<file path="src/rtl/snn_pkg.sv">
// Shared types and constants for the spiking neural processor blocks.
// SPIKE_ENC_DITHER_EN selects a half-scale phase start for round-to-nearest spike counts.
package snn_pkg;

    typedef enum logic [0:0] {
        IDLE = 1'b0,
        RUN  = 1'b1
    } enc_state_t;

    localparam int SNN_WEIGHT_W = 16;
    typedef logic [SNN_WEIGHT_W-1:0] snn_weight_t;

`ifdef SPIKE_ENC_DITHER_EN
    localparam bit DITHER_EN = 1'b1;
`else
    localparam bit DITHER_EN = 1'b0;
`endif

    // Starting phase of each window: half scale rounds the count, zero truncates it.
    function automatic logic [31:0] phase_init_f(input int dw);
        return DITHER_EN ? (32'd1 << (dw - 1)) : 32'd0;
    endfunction

endpackage

</file>
<file path="src/rtl/spike_rate_encoder_if.sv">
// Sample handshake plus spike/weight stream of the rate encoder.
// A sample transfers on a rising edge where sample_valid and sample_ready are both 1; the upstream holds it until then.
interface spike_rate_encoder_if #(
    parameter int DATA_WIDTH = 16,
    parameter int CNT_WIDTH  = 9
);
    logic                  sample_valid;
    logic                  sample_ready;
    logic [DATA_WIDTH-1:0] sample_data;
    logic [DATA_WIDTH-1:0] sample_weight;
    logic                  spike_out;
    logic [DATA_WIDTH-1:0] weight_out;
    logic                  window_done;
    logic [CNT_WIDTH-1:0]  spike_count;

    modport master (
        output sample_valid, sample_data, sample_weight,
        input  sample_ready, spike_out, weight_out, window_done, spike_count
    );

    modport slave (
        input  sample_valid, sample_data, sample_weight,
        output sample_ready, spike_out, weight_out, window_done, spike_count
    );
endinterface

</file>
<file path="src/rtl/spike_rate_encoder_phase_acc.sv">
// Phase accumulator: the carry out of phase + data marks a spike slot.
module spike_phase_acc #(
    parameter int DATA_WIDTH = 16
) (
    input  logic                  clk,
    input  logic                  rst,
    input  logic                  load,
    input  logic                  step,
    input  logic [DATA_WIDTH-1:0] init,
    input  logic [DATA_WIDTH-1:0] data,
    output logic                  carry
);
    logic [DATA_WIDTH-1:0] phase;
    logic [DATA_WIDTH:0]   sum;

    assign sum   = {1'b0, phase} + {1'b0, data};
    assign carry = sum[DATA_WIDTH];

    // Dropping the carry on update gives the modulo-2^DATA_WIDTH wrap.
    always_ff @(posedge clk) begin
        if (rst) begin
            phase <= '0;
        end else if (load) begin
            phase <= init;
        end else if (step) begin
            phase <= sum[DATA_WIDTH-1:0];
        end
    end
endmodule

</file>
<file path="src/rtl/spike_rate_encoder.sv">
// Rate encoder: one sample per window becomes a train of weighted single-cycle spikes.
// Build with SPIKE_ENC_DITHER_EN for round-to-nearest spike counts (see snn_pkg).
module spike_rate_encoder
    import snn_pkg::*;
#(
    parameter int DATA_WIDTH = 16,
    parameter int WINDOW_LEN = 256,
    parameter int CNT_WIDTH  = $clog2(WINDOW_LEN) + 1
) (
    input  logic                  clk,
    input  logic                  rst,
    spike_rate_encoder_if.slave   bus,
    output enc_state_t            state_dbg
);
    localparam logic [0:0] ST_IDLE = 1'b0;
    localparam logic [0:0] ST_RUN  = 1'b1;
    localparam logic [DATA_WIDTH-1:0] PHASE_INIT = DATA_WIDTH'(phase_init_f(DATA_WIDTH));
    localparam logic [CNT_WIDTH-1:0]  LAST_CYC   = CNT_WIDTH'(WINDOW_LEN - 1);

    logic [0:0]            state;
    logic [DATA_WIDTH-1:0] data_q;
    logic [DATA_WIDTH-1:0] weight_q;
    logic [CNT_WIDTH-1:0]  cyc_cnt;
    logic [CNT_WIDTH-1:0]  spike_cnt_q;
    logic                  spike_q;
    logic [DATA_WIDTH-1:0] weight_out_q;
    logic                  done_q;
    logic                  accept;
    logic                  in_run;
    logic                  carry;

    assign bus.sample_ready = (state == ST_IDLE);
    assign accept           = bus.sample_valid && (state == ST_IDLE);
    assign in_run           = (state == ST_RUN);

    assign bus.spike_out   = spike_q;
    assign bus.weight_out  = weight_out_q;
    assign bus.window_done = done_q;
    assign bus.spike_count = spike_cnt_q;
    assign state_dbg       = enc_state_t'(state);

    spike_phase_acc #(
        .DATA_WIDTH(DATA_WIDTH)
    ) u_phase_acc (
        .clk  (clk),
        .rst  (rst),
        .load (accept),
        .step (in_run),
        .init (PHASE_INIT),
        .data (data_q),
        .carry(carry)
    );

    always_ff @(posedge clk) begin
        if (rst) begin
            state        <= ST_IDLE;
            data_q       <= '0;
            weight_q     <= '0;
            cyc_cnt      <= '0;
            spike_cnt_q  <= '0;
            spike_q      <= 1'b0;
            weight_out_q <= '0;
            done_q       <= 1'b0;
        end else begin
            // Spike and done outputs are pulses; they only survive an edge spent in RUN.
            spike_q      <= 1'b0;
            weight_out_q <= '0;
            done_q       <= 1'b0;
            case (state)
                ST_IDLE: begin
                    if (accept) begin
                        data_q      <= bus.sample_data;
                        weight_q    <= bus.sample_weight;
                        cyc_cnt     <= '0;
                        spike_cnt_q <= '0;
                        state       <= ST_RUN;
                    end
                end
                ST_RUN: begin
                    spike_q      <= carry;
                    weight_out_q <= carry ? weight_q : '0;
                    if (carry) begin
                        spike_cnt_q <= spike_cnt_q + CNT_WIDTH'(1);
                    end
                    cyc_cnt <= cyc_cnt + CNT_WIDTH'(1);
                    if (cyc_cnt == LAST_CYC) begin
                        state  <= ST_IDLE;
                        done_q <= 1'b1;
                    end
                end
                default: state <= ST_IDLE;
            endcase
        end
    end
endmodule

</file>
<file path="src/flat_wrapper.sv">
// flat-port wrapper written by rule: the top's interface ports become plain ports
module spike_rate_encoder_flat import snn_pkg::*;
#(
    parameter int DATA_WIDTH = 16,
    parameter int WINDOW_LEN = 256,
    parameter int CNT_WIDTH  = $clog2(WINDOW_LEN) + 1
)
  (clk, rst, state_dbg, bus_sample_valid, bus_sample_data, bus_sample_weight, bus_sample_ready, bus_spike_out, bus_weight_out, bus_window_done, bus_spike_count);
  spike_rate_encoder_if #(.DATA_WIDTH(DATA_WIDTH), .CNT_WIDTH(CNT_WIDTH)) bus_i ();
  input  logic clk;
  input  logic rst;
  output enc_state_t state_dbg;
  input wire logic [$bits(bus_i.sample_valid)-1:0] bus_sample_valid;
  input wire logic [$bits(bus_i.sample_data)-1:0] bus_sample_data;
  input wire logic [$bits(bus_i.sample_weight)-1:0] bus_sample_weight;
  output wire logic [$bits(bus_i.sample_ready)-1:0] bus_sample_ready;
  output wire logic [$bits(bus_i.spike_out)-1:0] bus_spike_out;
  output wire logic [$bits(bus_i.weight_out)-1:0] bus_weight_out;
  output wire logic [$bits(bus_i.window_done)-1:0] bus_window_done;
  output wire logic [$bits(bus_i.spike_count)-1:0] bus_spike_count;
  assign bus_i.sample_valid = bus_sample_valid;
  assign bus_i.sample_data = bus_sample_data;
  assign bus_i.sample_weight = bus_sample_weight;
  assign bus_sample_ready = bus_i.sample_ready;
  assign bus_spike_out = bus_i.spike_out;
  assign bus_weight_out = bus_i.weight_out;
  assign bus_window_done = bus_i.window_done;
  assign bus_spike_count = bus_i.spike_count;
  spike_rate_encoder #(.DATA_WIDTH(DATA_WIDTH), .WINDOW_LEN(WINDOW_LEN), .CNT_WIDTH(CNT_WIDTH)) u_core (.clk(clk), .rst(rst), .bus(bus_i), .state_dbg(state_dbg));
endmodule
</file>
<file path="config.mk">
export PLATFORM = sky130hd
export DESIGN_NAME = spike_rate_encoder_flat
export DESIGN_NICKNAME = d
export VERILOG_FILES = /design/src/rtl/snn_pkg.sv /design/src/rtl/spike_rate_encoder_if.sv /design/src/rtl/spike_rate_encoder_phase_acc.sv /design/src/rtl/spike_rate_encoder.sv /design/src/flat_wrapper.sv
export SDC_FILE = /design/constraint.sdc
export NUM_CORES = 1
export LEC_CHECK = 0
export ABC_AREA = 1
export BUFFER_PORTS_ARGS = -buffer_cell sky130_fd_sc_hd__buf_2
export CORE_UTILIZATION = 49
export DETAILED_ROUTE_END_ITERATION = 12
export HOLD_SLACK_MARGIN = 0.1
export PLACE_DENSITY = 0.72
export SLEW_MARGIN = 20
export SYNTH_ARGS = -nofsm -noshare
export SYNTH_HDL_FRONTEND = slang
export SYNTH_SLANG_ARGS = --single-unit
</file>
<file path="constraint.sdc">
create_clock -name clk -period 3.1 [get_ports clk]
set_input_delay 0.155 -clock clk [delete_from_list [all_inputs] [get_ports clk]]
set_output_delay 0.155 -clock clk [all_outputs]
set_load 0.02 [all_outputs]
</file>
== Word-level counts from Yosys, hierarchy flattened ==
Cells that the tools add are included.
Cells by class
  mux-type cells: 8
  bitwise operators: 2
  eq/ne operators: 3
  add/sub/neg operators: 3
  reduce and logical (&&, ||, !) cells: 6
Operator list (count)
  9-bit one-hot mux with 2 select lines: 2
  9-bit by 1-bit adder with 9-bit output, second input constant: 2
  9-bit two-way mux: 2
  16-bit by 16-bit adder with 17-bit output: 1
  9-bit by 8-bit == test with 1-bit output, second input constant: 1
  2-bit AND reduction: 2
  2-bit OR reduction: 2
  1-bit two-way mux: 3
  3-bit OR reduction: 1
  2-bit by 1-bit inequality test with 1-bit output, second input constant: 1
  2-bit inequality test, second input constant: 1
  1-bit inverter: 2
  1-bit one-hot mux with 2 select lines: 1
  1-bit logical AND: 1
Storage, ports and cells
  output and inout port bits: 29
  input bits: 35
  flip-flop bits (word level): 85
  logic and storage cells: 31

== Depth between registers and ports, before layout ==
Gate-level depths: netlist of run 1.
  depth in word-level cells: 4
  gate-level depth with buffers: 13
  mapped depth without buffers: 13

== Modules after synthesis ==
A second synthesis of run 1 with hierarchy kept.
Unflattened totals
  cells, all modules: 576
  area, all modules: 4284.1 µm²
By module, submodules not included
  spike_rate_encoder: sequential area each 1381.3 µm², cells an instance 321, area each 2650.0 µm², times used 1
  spike_phase_acc: sequential area each 320.3 µm², cells an instance 255, area each 1634.1 µm², times used 1

== Worst setup path before layout of run 1 ==
Ideal clock, no wire load.
  path kind: flip-flop to flip-flop
  start: register u_core.u_phase_acc.phase[0]
  end: register u_core.spike_q (netlist: u_core.bus.spike_out)
  buffers on the path: 1
  library setup time: 0.117 ns
  setup slack: 1.282 ns
  data required time: 2.983 ns
  cell stages (with the launch flop): 12
  data arrival time: 1.701 ns
  clock period less this slack: 1.818 ns
  cells stage by stage: dfxtp_1 ha_1 fa_1 nand2_1 nand2_1 nand3_1 nand2_2 nand2_2 nand2_4 nand3_4 buf_8 inv_1
Between the ends
  word-level cells in the longest chain between the ends: 1
RTL lines
  start, declared: line spike_rate_encoder_phase_acc.sv:13  | logic [DATA_WIDTH-1:0] phase;
  start signal, assigned: line spike_rate_encoder_phase_acc.sv:24  | phase <= init;
  start signal, assigned: line spike_rate_encoder_phase_acc.sv:26  | phase <= sum[DATA_WIDTH-1:0];
  16-bit by 16-bit adder with 17-bit output: line spike_rate_encoder_phase_acc.sv:16  | assign sum = {1'b0, phase} + {1'b0, data};
  end signal, assigned: line spike_rate_encoder.sv:80  | spike_q <= carry;
  end, declared: line spike_rate_encoder.sv:25  | logic spike_q;
No other way between the ends.
A chain may end at the register's enable or synchronous reset.

== Worst setup path after layout of run 1 ==
  start: register u_core.u_phase_acc.phase[0]
  end: register u_core.spike_cnt_q[7] (netlist: u_core.bus.spike_count[7])
Between the ends
  word-level cells in the longest chain between the ends: 3
RTL lines
  16-bit by 16-bit adder with 17-bit output: line spike_rate_encoder_phase_acc.sv:16
  2-bit inequality test (no source line)
  2-bit AND reduction (no source line)
  end signal, assigned: line spike_rate_encoder.sv:83  | spike_cnt_q <= spike_cnt_q + CNT_WIDTH'(1);
  end, declared: line spike_rate_encoder.sv:24  | logic [CNT_WIDTH-1:0] spike_cnt_q;
No other way between the ends.

==> results of run 1 <==
registers in the layout, summed over array words and instances (netlist names):
register                  flops
u_core.cyc_cnt                9
u_core.data_q                16
u_core.bus.weight_out        16
u_core.state_dbg              1
u_core.weight_q              16
u_core.bus.spike_count        9
u_core.u_phase_acc.phase     16
u_core.bus.window_done        1
u_core.bus.spike_out          1
cell usage after synthesis, types with 2 or more instances:
library cell	number	area [sq um]
nor3_1	4	20.0
a21oi_1	40	200
a21o_1	2	15.0
buf_2	4	20.0
o211ai_1	2	15.0
nor2_4	10	113
inv_1	72	270
nand2_2	5	31.3
o21ai_0	43	215
nand3_1	43	215
xnor2_1	4	35.0
or2_2	2	12.5
nor2_1	85	319
xor2_1	5	43.8
o21bai_1	2	15.0
nand2_1	91	342
ha_1	19	238
nand4_1	4	25.0
clkbuf_1	13	48.8
inv_2	3	11.3
dfxtp_1	85	1700
area by class of cell:
class	instances	area (sq um)
sequential	85	1700
multi-input combinational	375	1990
inverter	75	282
clock inverter	6	71.3
tap	102	128
fill	712	2960
timing repair buffer	96	638
clock buffer	9	124
worst paths after layout:
path | to | cells after the start | startpoint | slack [ns]
max reg2reg | u_core.bus.spike_count[7] | 10 | u_core.u_phase_acc.phase[0] | 1.01
max | u_core.bus.spike_count[7] | 10 | u_core.u_phase_acc.phase[0] | 1.01
min | u_core.weight_q[6] | 3 | bus_sample_weight[6] | 0.1
min reg2reg | u_core.bus.weight_out[10] | 2 | u_core.weight_q[10] | 0.44
logic make-up after synthesis:
family / Yosys count
simple gates: 251
compound gates: 95
buf+inv: 95
flops: 85
fa+ha+maj: 20
xor+xnor: 9
per-stage QoR:
step	util, %	area (sq um)	instances	total power, mW	worst slack [ns]
4_1_cts	62.5	4930	748	2.37	0.996
5_1_grt	62.5	4930	748	2.47	0.844
6_report	62.5	4930	748	2.36	1.01
3_5_place_dp	56.2	4440	703	1.55	1.01
3_3_place_gp	56.2	4440	703	1.54	1.09
2_1_floorplan	-	4070	555	1.47	1.28
critical path: cells and delay by family (launching register included):
| kind | cells | cell delay, ns |
|---|---|---|
| compound gates | 1 | 0.16 |
| fa+ha+maj | 2 | 0.65 |
| flops | 1 | 0.32 |
| simple gates | 7 | 0.84 |
metal layers:
metal,vias up,routed length (microns),part of all wire (%),GRT usage (%)
li1,1935,-,-,-
met3,14,321,3.6,3.66
met1,1700,4240,47,26.1
met5,-,0,0,0
met4,0,161,1.8,9.36
met2,77,4270,47,39.0
power groups by stage:
stage,Sequential [mW],Clock (mW),Combinational [mW]
floorplan,1.20,0,0.267
global placement,1.20,0,0.339
detailed placement,1.20,0,0.348
CTS,1.18,0.815,0.379
global route,1.18,0.857,0.431
finish,1.18,0.805,0.378
==> results.txt, run 1 <==
Syn Nets: 610
Layout Skew: 0.0102 ns
hold_ws: 0.0977 ns
distinct cell type count after synthesis: 38
latest clock arrival within the worst-skew pair: 0.36 ns
Hold Buf Count CTS: 30
Ys Warns: 0
CP Launch Type: register
initial antenna violation count: 0
crit-path cells: ha_1 > fa_1 > nand2_1 > nand2_1 > nand3_1 > nand2_2 > nand2_2 > nand2_4 > nand3_4 > o21ai_0
sequential-to-total area share from yosys stat: 41.9%
DR vias/cell: 4.98
drt drc: 0
crit path DAT: 2.33 ns
number of port buffers: 63
mux share of post-synthesis cell area: 0%
CTS buffer count: 9
Post-synth ARST share: 0%
via count: 3726
Die X: 93.1 microns
commonest non-fill, non-tap cell in the layout: nand2_1
largest family of logic cells by synthesized area: simple AND/OR/NAND/NOR gates
IO Count: 64
Gate power share: 16.0%
wire length after detailed routing: 8.99 mm
Die Footprint: 0.00866 sq mm
Min-Delay Path Class: in -> reg
synthesis-stage register bit count: 85
Worst-Margin Slew: 0.550 ns
share of cells above drive strength 1: 16.3%
Max Slew Vio Count: 0
DR WL/cell: 12.0 microns
Flop pwr share: 49.9%
synthesized area: 0.00407 sq mm
setup repair bufs after CTS: 0
Hold Vio Cnt, Final: 0
cell row count: 32
Post-Synth Simple-Gate Area: 28.1%
maximum vdd ir drop: 0.230 mV
largest net degree at the start of global routing: 60
adder-cell area share of the yosys netlist: 6.34%
crit-path max FO: 19
Pleak: 2.34 nW
Clk pwr share: 34.1%
CTS tree: done
global-route wire length before repair: 15.1 mm
DR iter-0 viols: 143
antenna-violating nets left: 0
sw frac: 29.0%
vias in the first global route: 3506
relative slew slack: 63.3%
slowest CP cell: fa_1
PwrDens: 479 mW/mm^2
Initial Util: 51.5%
setup violators final: 0
fin crit period: 2.09 ns
clock buffer depth: 2
unrepaired setup endpoints after global routing: false
CTS root buffer: clkbuf_8
GPL Wtd Cong: 0.900
outcome: complete, no violations
CTS resizes: 0
fin nets: 697
Die Y: 93.1 microns
H-tree Lvls: 3
NetSw: 684 uW
clock slew at the register clock pins of the worst setup and hold paths: 0.09 ns
Tot GR Track Use: 22.0%
Synth Area in Compound Gates: 12.5%
Crit. End Element: register
Fin Setup TNS: 0 ns
Req. time, crit path: 3.33 ns
EDFF count, synth: 0
synthesized area per cell: 7.32 sq um
Tcrit/Tclk final: 67.6%
DPL Wire Length: 6.00 mm
gr ovfl total: 0
Setup CP Type: reg -> reg
max cap viols: 0
most frequent cells in the layout: nand2_1 (91), nor2_1 (85), dfxtp_1 (85), inv_1 (72), buf_2 (63)
diodes inserted: 0
Peak Freq: 477 MHz
slowest cell delay on critical path: 0.42 ns
core area: 0.00789 sq mm
xor/xnor cell area share of the yosys netlist: 1.94%
Internal: 1.68 mW
Synth-to-Final Area Change: 21.3%
cells after synthesis: 555
Sink Count: 85
Main synth FF type: dfxtp_1
DR pass1 iterations: 4
Note: power is estimated with default switching activity, not from simulation.
==> inputs of run 2 (changes only) <==
==> constraint.sdc (replaced) <==
create_clock -name clk -period 2.1 [get_ports clk]
set_input_delay 0.105 -clock clk [delete_from_list [all_inputs] [get_ports clk]]
set_output_delay 0.105 -clock clk [all_outputs]
set_load 0.02 [all_outputs]
==> run 2 against run 1 <==
Sequential power increased by 47%; count of clock-buffer cells in the layout unchanged; critical path depth increased by 1; combinational power increased by 53%; wire length increased by 1.9%; design area increased by 2.8%; cell count increased by 1.9%; worst setup slack got worse by 0.85 ns; first-iteration DRC count decreased by 10%; clock power increased by 50%.
==> results.txt, run 2 (synthesized netlist as in run 1, its figures left out) <==
initial antenna violation count: 0
commonest non-fill, non-tap cell in the layout: nand2_1
Hold Vio Cnt, Final: 0
hold_sp: u_core.weight_q[10]
global-route wire length before repair: 15.0 mm
number of port buffers: 63
Setup CP Type: reg -> reg
r2r worst-path depth: 11
antenna-violating nets left: 0
PwrDens: 695 mW/mm^2
Synth-to-Final Area Change: 24.7%
Tot GR Track Use: 21.9%
crit-path cells: ha_1 > fa_2 > nand2_1 > nand2_1 > nand3_1 > nand2_2 > nand2_2 > nand2_4 > nand3_4 > buf_4 > nor2_4
max cap viols: 0
fin area: 0.00507 sq mm
fin crit period: 1.95 ns
register area: 0.00170 sq mm
Fin Setup TNS: 0 ns
CTS tree: done
Die Y: 93.1 microns
CTS buffer count: 9
drt drc: 0
largest net degree at the start of global routing: 60
most frequent cells in the layout: nand2_1 (91), nor2_1 (85), dfxtp_1 (85), inv_1 (72), buf_2 (63)
Reg2Reg Setup Slack: 0.15 ns
Worst-Margin Slew: 0.557 ns
Die Footprint: 0.00866 sq mm
reg2reg end: u_core.bus.weight_out[14]
core area: 0.00789 sq mm
outcome: complete, no violations
relative slew slack: 62.9%
IO Count: 64
H-tree Lvls: 3
maximum vdd ir drop: 0.345 mV
GPL Wtd Cong: 0.923
fin util: 64.3%
r2r startpoint: u_core.u_phase_acc.phase[0]
DR iter-0 viols: 128
Sink Count: 85
Tcrit/Tclk final: 92.8%
Cells on Worst Hold Path: 2
# fillers: 708
share of cells above drive strength 1: 17.6%
Crit. End Element: register
Hold EP: u_core.bus.weight_out[10]
clock slew at the register clock pins of the worst setup and hold paths: 0.09 ns
cell row count: 32
total power: 3.52 mW
DPL Wire Length: 5.93 mm
diodes inserted: 0
fin nets: 710
crit path DAT: 2.22 ns
crit-path max FO: 18
wire length after detailed routing: 9.17 mm
slowest CP cell: fa_2
Max Slew Vio Count: 0
Layout Skew: 0.00855 ns
Pleak: 2.42 nW
DR vias/cell: 4.97
via count: 3788
Die X: 93.1 microns
clock buffer depth: 2
vias in the first global route: 3516
area post-placement: 0.00444 sq mm
CP Launch Type: register
Req. time, crit path: 2.37 ns
DR WL/cell: 12.0 microns
setup violators final: 0
Multi-input gate area: 0.00199 sq mm
unrepaired setup endpoints after global routing: false
latest clock arrival within the worst-skew pair: 0.37 ns
DR pass1 iterations: 4
slowest cell delay on critical path: 0.37 ns
Min-Delay Path Class: reg -> reg
Peak Freq: 513 MHz
CTS root buffer: clkbuf_8
gr ovfl total: 0
Initial Util: 51.5%
## run 2: changes by cell type in the layout (fill, tap and decap cells not counted), sizes merged
cell	previous run	this run
dlygate4sd3	30	34
clkinvlp	1	0
clkinv	1	3
buf	66	75
## run 2: worst max-delay path by stage
stage | end | start
floorplan | u_core.bus.spike_out | u_core.u_phase_acc.phase[0]
global placement | u_core.bus.spike_count[7] | u_core.u_phase_acc.phase[0]
detailed placement | u_core.bus.spike_count[7] | u_core.u_phase_acc.phase[0]
CTS | u_core.bus.spike_count[7] | u_core.u_phase_acc.phase[0]
global route | u_core.bus.weight_out[14] | u_core.u_phase_acc.phase[0]
finish | u_core.bus.weight_out[14] | u_core.u_phase_acc.phase[0]
## run 2: worst max-delay path: cells and delay by family (launching register included)
family,cells,cell delay [ns]
buffers and inverters,1,0.17
adders and majority gates,2,0.60
and+or+nand+nor,8,0.77
DFF,1,0.32
## run 2: area by class of cell
class,count,area share (%)
multi-input combinational,375,39.3
clock inverter,7,1.60
tap,102,2.52
sequential,85,33.6
clock buffer,9,2.44
timing repair buffer,109,15.0
inverter,75,5.55
## run 2: power breakdown
part / internal (mW) / leakage, nW / switching (mW) / total [mW]
Sequential: 1.70 / 0.694 / 0.0422 / 1.74
Combinational: 0.228 / 1.61 / 0.350 / 0.578
Clock: 0.568 / 0.106 / 0.638 / 1.21
Total: 2.49 / 2.42 / 1.03 / 3.52
## run 2: repair_timing
item	CTS	global route
endpoints found under the hold margin	40	0
hold buffers	34	0
endpoints found under the setup margin	0	17
setup buffers	0	8
resized for setup	0	2
## run 2: per-stage QoR
step	setup WS [ns]	hold WS [ns]	instances
after floorplan	0.282	0.272	555
after global placement	0.0879	0.353	704
after detailed placement	0.0375	0.361	704
after CTS	0.0179	0.442	754
after global routing	0.0305	0.468	762
final	0.152	0.443	762
## run 2: layer usage
layer / GRT usage (%) / vias to the layer above / part of all wire (%)
li1: - / 1963 / -
met1: 25.8 / 1731 / 46
met2: 38.0 / 81 / 48
met3: 4.39 / 13 / 4.4
met4: 10.0 / 0 / 1.8
met5: 0 / - / 0
